File: config.mk
export PLATFORM = sky130hd
export DESIGN_NAME = cond_inst_queue
export DESIGN_NICKNAME = d
export VERILOG_FILES = /design/src/rtl/arm_cond_pkg.sv /design/src/rtl/cond_eval.sv /design/src/rtl/cond_inst_queue.sv
export SDC_FILE = /design/constraint.sdc
export NUM_CORES = 1
export LEC_CHECK = 0
export CAP_MARGIN = 20
export CORE_MARGIN = 2
export CORE_UTILIZATION = 60
export CTS_BUF_LIST = sky130_fd_sc_hd__clkbuf_4 sky130_fd_sc_hd__clkbuf_8
export DETAILED_ROUTE_END_ITERATION = 7
export GPL_TIMING_DRIVEN = 0
export PLACE_DENSITY_LB_ADDON = 0.3
export SLEW_MARGIN = 20
export SYNTH_ARGS = -nofsm -noshare
export SYNTH_HDL_FRONTEND = slang
export SYNTH_SLANG_ARGS = --single-unit
File: constraint.sdc
create_clock -name clk -period 9.1 [get_ports clk]
set_input_delay 1.82 -clock clk [delete_from_list [all_inputs] [get_ports clk]]
set_output_delay 1.82 -clock clk [all_outputs]
set_load 0.01 [all_outputs]
File: src/rtl/arm_cond_pkg.sv
// ARM condition-code constants and the shared pass/fail function used by the
// instruction queue and any future conditional-execute units.
package arm_cond_pkg;

  localparam logic [3:0] COND_EQ = 4'h0;
  localparam logic [3:0] COND_NE = 4'h1;
  localparam logic [3:0] COND_CS = 4'h2;
  localparam logic [3:0] COND_CC = 4'h3;
  localparam logic [3:0] COND_MI = 4'h4;
  localparam logic [3:0] COND_PL = 4'h5;
  localparam logic [3:0] COND_VS = 4'h6;
  localparam logic [3:0] COND_VC = 4'h7;
  localparam logic [3:0] COND_HI = 4'h8;
  localparam logic [3:0] COND_LS = 4'h9;
  localparam logic [3:0] COND_GE = 4'hA;
  localparam logic [3:0] COND_LT = 4'hB;
  localparam logic [3:0] COND_GT = 4'hC;
  localparam logic [3:0] COND_LE = 4'hD;
  localparam logic [3:0] COND_AL = 4'hE;
  localparam logic [3:0] COND_NV = 4'hF;

  localparam int N_BIT = 3;
  localparam int Z_BIT = 2;
  localparam int C_BIT = 1;
  localparam int V_BIT = 0;

  function automatic logic cond_pass(input logic [3:0] cond, input logic [3:0] nzcv);
    logic n, z, c, v;
    n = nzcv[N_BIT];
    z = nzcv[Z_BIT];
    c = nzcv[C_BIT];
    v = nzcv[V_BIT];
    case (cond)
      COND_EQ: cond_pass = z;
      COND_NE: cond_pass = !z;
      COND_CS: cond_pass = c;
      COND_CC: cond_pass = !c;
      COND_MI: cond_pass = n;
      COND_PL: cond_pass = !n;
      COND_VS: cond_pass = v;
      COND_VC: cond_pass = !v;
      COND_HI: cond_pass = c & !z;
      COND_LS: cond_pass = !c | z;
      COND_GE: cond_pass = (n == v);
      COND_LT: cond_pass = (n != v);
      COND_GT: cond_pass = !z & (n == v);
      COND_LE: cond_pass = z | (n != v);
      COND_AL: cond_pass = 1'b1;
      default: cond_pass = 1'b0;
    endcase
  endfunction

endpackage

File: src/rtl/cond_eval.sv
// Combinational ARM condition evaluator: 4-bit cond field + NZCV -> pass.
module cond_eval
  import arm_cond_pkg::*;
(
  input  logic [3:0] cond,
  input  logic [3:0] nzcv,
  output logic       pass
);

  assign pass = cond_pass(cond, nzcv);

endmodule

File: src/rtl/cond_inst_queue.sv
// Instruction prefetch queue that evaluates the head's ARM condition at issue.
// Optional macro COND_INSTQ_SKIP_CNT_EN enables the saturating skipped-word counter.
module cond_inst_queue
  import arm_cond_pkg::*;
#(
  parameter int INST_W   = 32,
  parameter int DEPTH    = 4,
  parameter int COND_MSB = 31,
  parameter int CNT_W    = 16
) (
  input  logic                     clk,
  input  logic                     Rst_n,
  input  logic                     in_valid,
  output logic                     in_ready,
  input  logic [INST_W-1:0]        in_inst,
  input  logic [3:0]               NZCV,
  input  logic                     Write_IR,
  input  logic                     flush,
  output logic                     flag,
  output logic                     ir_valid,
  output logic [INST_W-1:0]        IR_complete,
  output logic                     skipped,
  output logic [$clog2(DEPTH):0]   count,
  output logic [CNT_W-1:0]         skip_cnt
);

  localparam int PW = $clog2(DEPTH);
  localparam int CW = PW + 1;

  logic [INST_W-1:0] mem [DEPTH];
  logic [PW-1:0]     rd_ptr, wr_ptr;
  logic [CW-1:0]     count_q;
  logic [INST_W-1:0] head;
  logic              head_pass, empty, full, push, pop;

  assign head  = mem[rd_ptr];
  assign empty = (count_q == '0);
  assign full  = (count_q == CW'(DEPTH));

  cond_eval u_cond_eval (
    .cond (head[COND_MSB -: 4]),
    .nzcv (NZCV),
    .pass (head_pass)
  );

  assign flag     = !empty & head_pass;
  assign pop      = Write_IR & !empty & !flush;
  // A full queue still accepts when the head leaves in the same cycle.
  assign in_ready = !full | pop;
  assign push     = in_valid & in_ready & !flush;
  assign count    = count_q;

  always_ff @(posedge clk) begin
    if (push) mem[wr_ptr] <= in_inst;
  end

  always_ff @(posedge clk or negedge Rst_n) begin
    if (!Rst_n) begin
      rd_ptr      <= '0;
      wr_ptr      <= '0;
      count_q     <= '0;
      ir_valid    <= 1'b0;
      skipped     <= 1'b0;
      IR_complete <= '0;
    end else if (flush) begin
      rd_ptr   <= '0;
      wr_ptr   <= '0;
      count_q  <= '0;
      ir_valid <= 1'b0;
      skipped  <= 1'b0;
    end else begin
      if (push) wr_ptr <= wr_ptr + 1'b1;
      if (pop)  rd_ptr <= rd_ptr + 1'b1;
      case ({push, pop})
        2'b10:   count_q <= count_q + 1'b1;
        2'b01:   count_q <= count_q - 1'b1;
        default: count_q <= count_q;
      endcase
      ir_valid <= pop & flag;
      skipped  <= pop & !flag;
      if (pop & flag) IR_complete <= head;
    end
  end

`ifdef COND_INSTQ_SKIP_CNT_EN
  logic [CNT_W-1:0] skip_q;

  // Saturates at all-ones; flush deliberately leaves it alone.
  always_ff @(posedge clk or negedge Rst_n) begin
    if (!Rst_n)                     skip_q <= '0;
    else if (skipped && !(&skip_q)) skip_q <= skip_q + 1'b1;
  end

  assign skip_cnt = skip_q;
`else
  assign skip_cnt = '0;
`endif

endmodule

==> flow_metrics.env <==
export IMPL_status="finished, final reports clean"
export IMPL_path_buf_inv=3
export IMPL_multi_input_comb_area_um2=1733
export IMPL_cap_violations=0
export IMPL_ir_worst_vdd_mv=0.1496
export IMPL_synth_ff_type="edfxtp_1"
export IMPL_p_comb_share_pct=31.3
export IMPL_numPortBuffers=79
export IMPL_grt_pass1_wl_um=19450
export IMPL_clkSlewWorstSetupHoldPaths_ns=0.08
export IMPL_fmax_ghz=0.1655
export IMPL_clk_path_buf_depth=2
export IMPL_finalCritPeriodShare_pct=66.39
export IMPL_area_growth_pct=23.87
export IMPL_postSynth_asyncResetShare_pct=24.26
export IMPL_hold_buffers=0
export IMPL_min_to="IR_complete[31]$_DFFE_PN0P_"
export IMPL_crit_chain="clkdlybuf4s50_1 > xnor2_1 > o21ai_0 > and4b_1 > or4_4 > buf_6 > nor2_1 > a21oi_1 > clkdlybuf4s50_1"
export IMPL_dieHeight_um=110.5
export IMPL_crit_arrival_ns=4.22
export IMPL_worstHoldPathCells=1
export IMPL_required_ns=7.28
export IMPL_final_util_pct=77.12
export IMPL_drt_pass1_iter_count=4
export IMPL_nFillCells=637
export IMPL_tritoncts="yes"
export IMPL_reg2reg_to="IR_complete[20]$_DFFE_PN0P_"
export IMPL_fin_crit_ns=6.042
export IMPL_finalNonFillerCells=620
export IMPL_path_class="in -> out"
export IMPL_drt_initial_drc_count=206
export IMPL_syn_area_per_cell_um2=20.20
export IMPL_n_antenna_cell=0
export IMPL_p_per_area_nw_per_um2=269.0
export IMPL_seq_area_um2=4870
export IMPL_cpMostUsedCell="clkdlybuf4s50_1"
export IMPL_critPathMaxFanout=6
export IMPL_max_stage_delay_ns=0.48
export IMPL_dieArea_um2=12210
export IMPL_worst_pin_slew_ns=0.9025
export IMPL_start_kind="input port"
export IMPL_reg2regPathDepth=10
export IMPL_ys_seq_elements=169
export IMPL_cts_root_buf="clkbuf_8"
export IMPL_syn_inst=337
export IMPL_drc=0
export IMPL_clkSinkCount=169
export IMPL_dieWidth_um=110.5
export IMPL_r2r_setup_slack_ns=5.85
export IMPL_synth_edf_count=128
export IMPL_final_hold_viol_count=0
export IMPL_p_seq_share_pct=44.4
export IMPL_grt_max_degree=27
export IMPL_synthesis_area_um2=6808
export IMPL_swShare_pct=26.34
export IMPL_p_total_mw=2.269
export IMPL_vias=3483
export IMPL_yosysSeqAreaShare_pct=71.53
export IMPL_r2r_start="rd_ptr[1]$_DFFE_PN0P_"
export IMPL_ant_nets=0
export IMPL_gp_congestion=0.7416
export IMPL_maxSlewHeadroom_pct=39.83
export IMPL_cts_resized=0
export IMPL_cp_top_family="buffers and inverters"
export IMPL_tns_ns=0
export IMPL_cp_slowest_cell="or4_4"
export IMPL_p_leak_nw=3.139
export IMPL_p_clk_share_pct=24.3
export IMPL_grt_pass1_vias=3700
export IMPL_hpwl_um=8172
export IMPL_cts_buffers=17
export IMPL_ys_warn_count=0
export IMPL_grt_usage_pct=21.14
export IMPL_clk_latency_ns=0.43
export IMPL_worst_hold_slack_ns=0.4962
export IMPL_min_path_type="reg -> reg"
export IMPL_via_per_inst=5.618
export IMPL_h_tree_depth=4
export IMPL_nets=513
export IMPL_postCtsSetupRepairBufs=0
export IMPL_core_rowCount=38
export IMPL_setup_viol=0
export IMPL_antenna_found_initial=0
export IMPL_internal_power_mw=1.671
export IMPL_slew_viol_final=0
export IMPL_core_area_um2=10940
export IMPL_drt_total_wl_um=12010
export IMPL_rsz0062_at_grt="no"
export IMPL_fin_skew_ns=0.006169
export IMPL_wire_per_inst_um=19.36
export IMPL_ys_types=45
export IMPL_start_util_pct=62.25
export IMPL_worstSetupEndpointType="primary output"
export IMPL_switching_power_uw=597.6
export IMPL_grt_overflow_total=0
export IMPL_layout_drive_gt1_share_pct=29.58
export IMPL_io_pins=96
export IMPL_hp_start="IR_complete[31]$_DFFE_PN0P_"
export IMPL_place_inst=588
synthesized netlist by cell type, types with 4 or more instances:
master | number | area (um2)
nor3b_1 | 4 | 30.03
xnor2_1 | 4 | 35.03
edfxtp_1 | 128 | 3844
mux2_4 | 28 | 420.4
dfrtp_1 | 41 | 1026
nand2_1 | 5 | 18.77
clkbuf_1 | 8 | 30.03
nor2_1 | 9 | 33.78
inv_1 | 9 | 33.78
ha_1 | 4 | 50.05
mux4_2 | 32 | 720.7
buf_4 | 16 | 120.1
power by group through the flow:
stage / Clock (mW) / Sequential (mW) / Combinational [mW]
floorplan: 0 / 1.05 / 0.399
global placement: 0 / 1.02 / 0.685
detailed placement: 0 / 1.02 / 0.715
CTS: 0.560 / 1.01 / 0.721
global route: 0.593 / 1.02 / 0.762
finish: 0.551 / 1.01 / 0.709
stage by stage:
stage               worst slack (ns)  area [um2]
floorplan                      3.828        6864
global placement               1.385        7830
detailed placement             3.088        8011
CTS                            3.086        8433
global route                   2.955        8433
finish                         3.058        8433
state kept, by name (all words and copies together), names as in the netlist:
name,cells
wr_ptr,2
count,3
IR_complete,32
rd_ptr,2
mem,128
skipped,1
ir_valid,1
final cells by class:
cell class	instances	share of cell area [%]
sequential	169	57.74
multi-input combinational	143	20.55
timing repair buffer	96	11.29
buffer	31	2.938
clock buffer	18	2.864
clock inverter	14	2.137
tap	140	2.077
inverter	9	0.4006
worst reg2reg max path, stage by stage (launching register included):
cell and delay (ns):
dfrtp_1 0.33, clkbuf_1 0.33, mux4_2 0.40, buf_6 0.16, nor3_2 0.18, and4b_1 0.22
or4_4 0.48, buf_6 0.15, o21ai_4 0.34, buf_12 0.21, mux2_4 0.32
layout by cell type, fill, tap and decap left out, types with 2 or more instances in the layout:
master	instances
a2111oi_0	2
a211o_1	2
a21oi_1	3
buf_12	3
buf_4	27
buf_6	8
bufinv_16	4
clkbuf_1	8
clkbuf_8	17
clkdlybuf4s50_1	78
clkinv_1	3
clkinv_2	2
clkinvlp_4	4
conb_1	16
dfrtp_1	41
edfxtp_1	128
ha_1	4
inv_1	9
mux2_2	3
mux2_4	28
mux4_2	32
nand2_1	5
nand2b_1	2
nand3_1	2
nor2_1	9
nor3b_2	4
o21ai_0	2
o21bai_1	2
xnor2_1	4
xor2_1	3
worst max path at each step:
stage | slack [ns] | start | to | cells past startpoint
6_report | 3.06 | NZCV[0] | flag | 9
5_1_grt | 2.96 | NZCV[0] | flag | 9
4_1_cts | 3.09 | NZCV[0] | flag | 9
3_5_place_dp | 3.09 | NZCV[0] | flag | 9
3_3_place_gp | 1.38 | flush | mem[0][20]$_DFFE_PP_ | 5
2_1_floorplan | 3.83 | flush | mem[0][0]$_DFFE_PP_ | 4
layer usage:
layer | wire, um | track usage, %
met3 | 670 | 5.873
met1 | 4881 | 26.52
met4 | 166 | 6.333
met2 | 6286 | 36.28
met5 | 0 | 0
logic make-up (layout without fill, tap and decap cells):
kind of cell | Yosys count | after routing | share of synthesized area, %
adders and majority gates | 5 | 5 | 1.029
AOI/OAI and AO/OA | 20 | 20 | 2.316
xor gates and xnor gates | 7 | 7 | 0.9006
muxes | 64 | 64 | 17.40
DFF | 169 | 169 | 71.53
and+or+nand+nor | 31 | 31 | 2.628
other | 1 | 16 | 0.05508
buffers and inverters | 40 | 168 | 4.135
No activity file was read; power rests on OpenSTA's default activity.
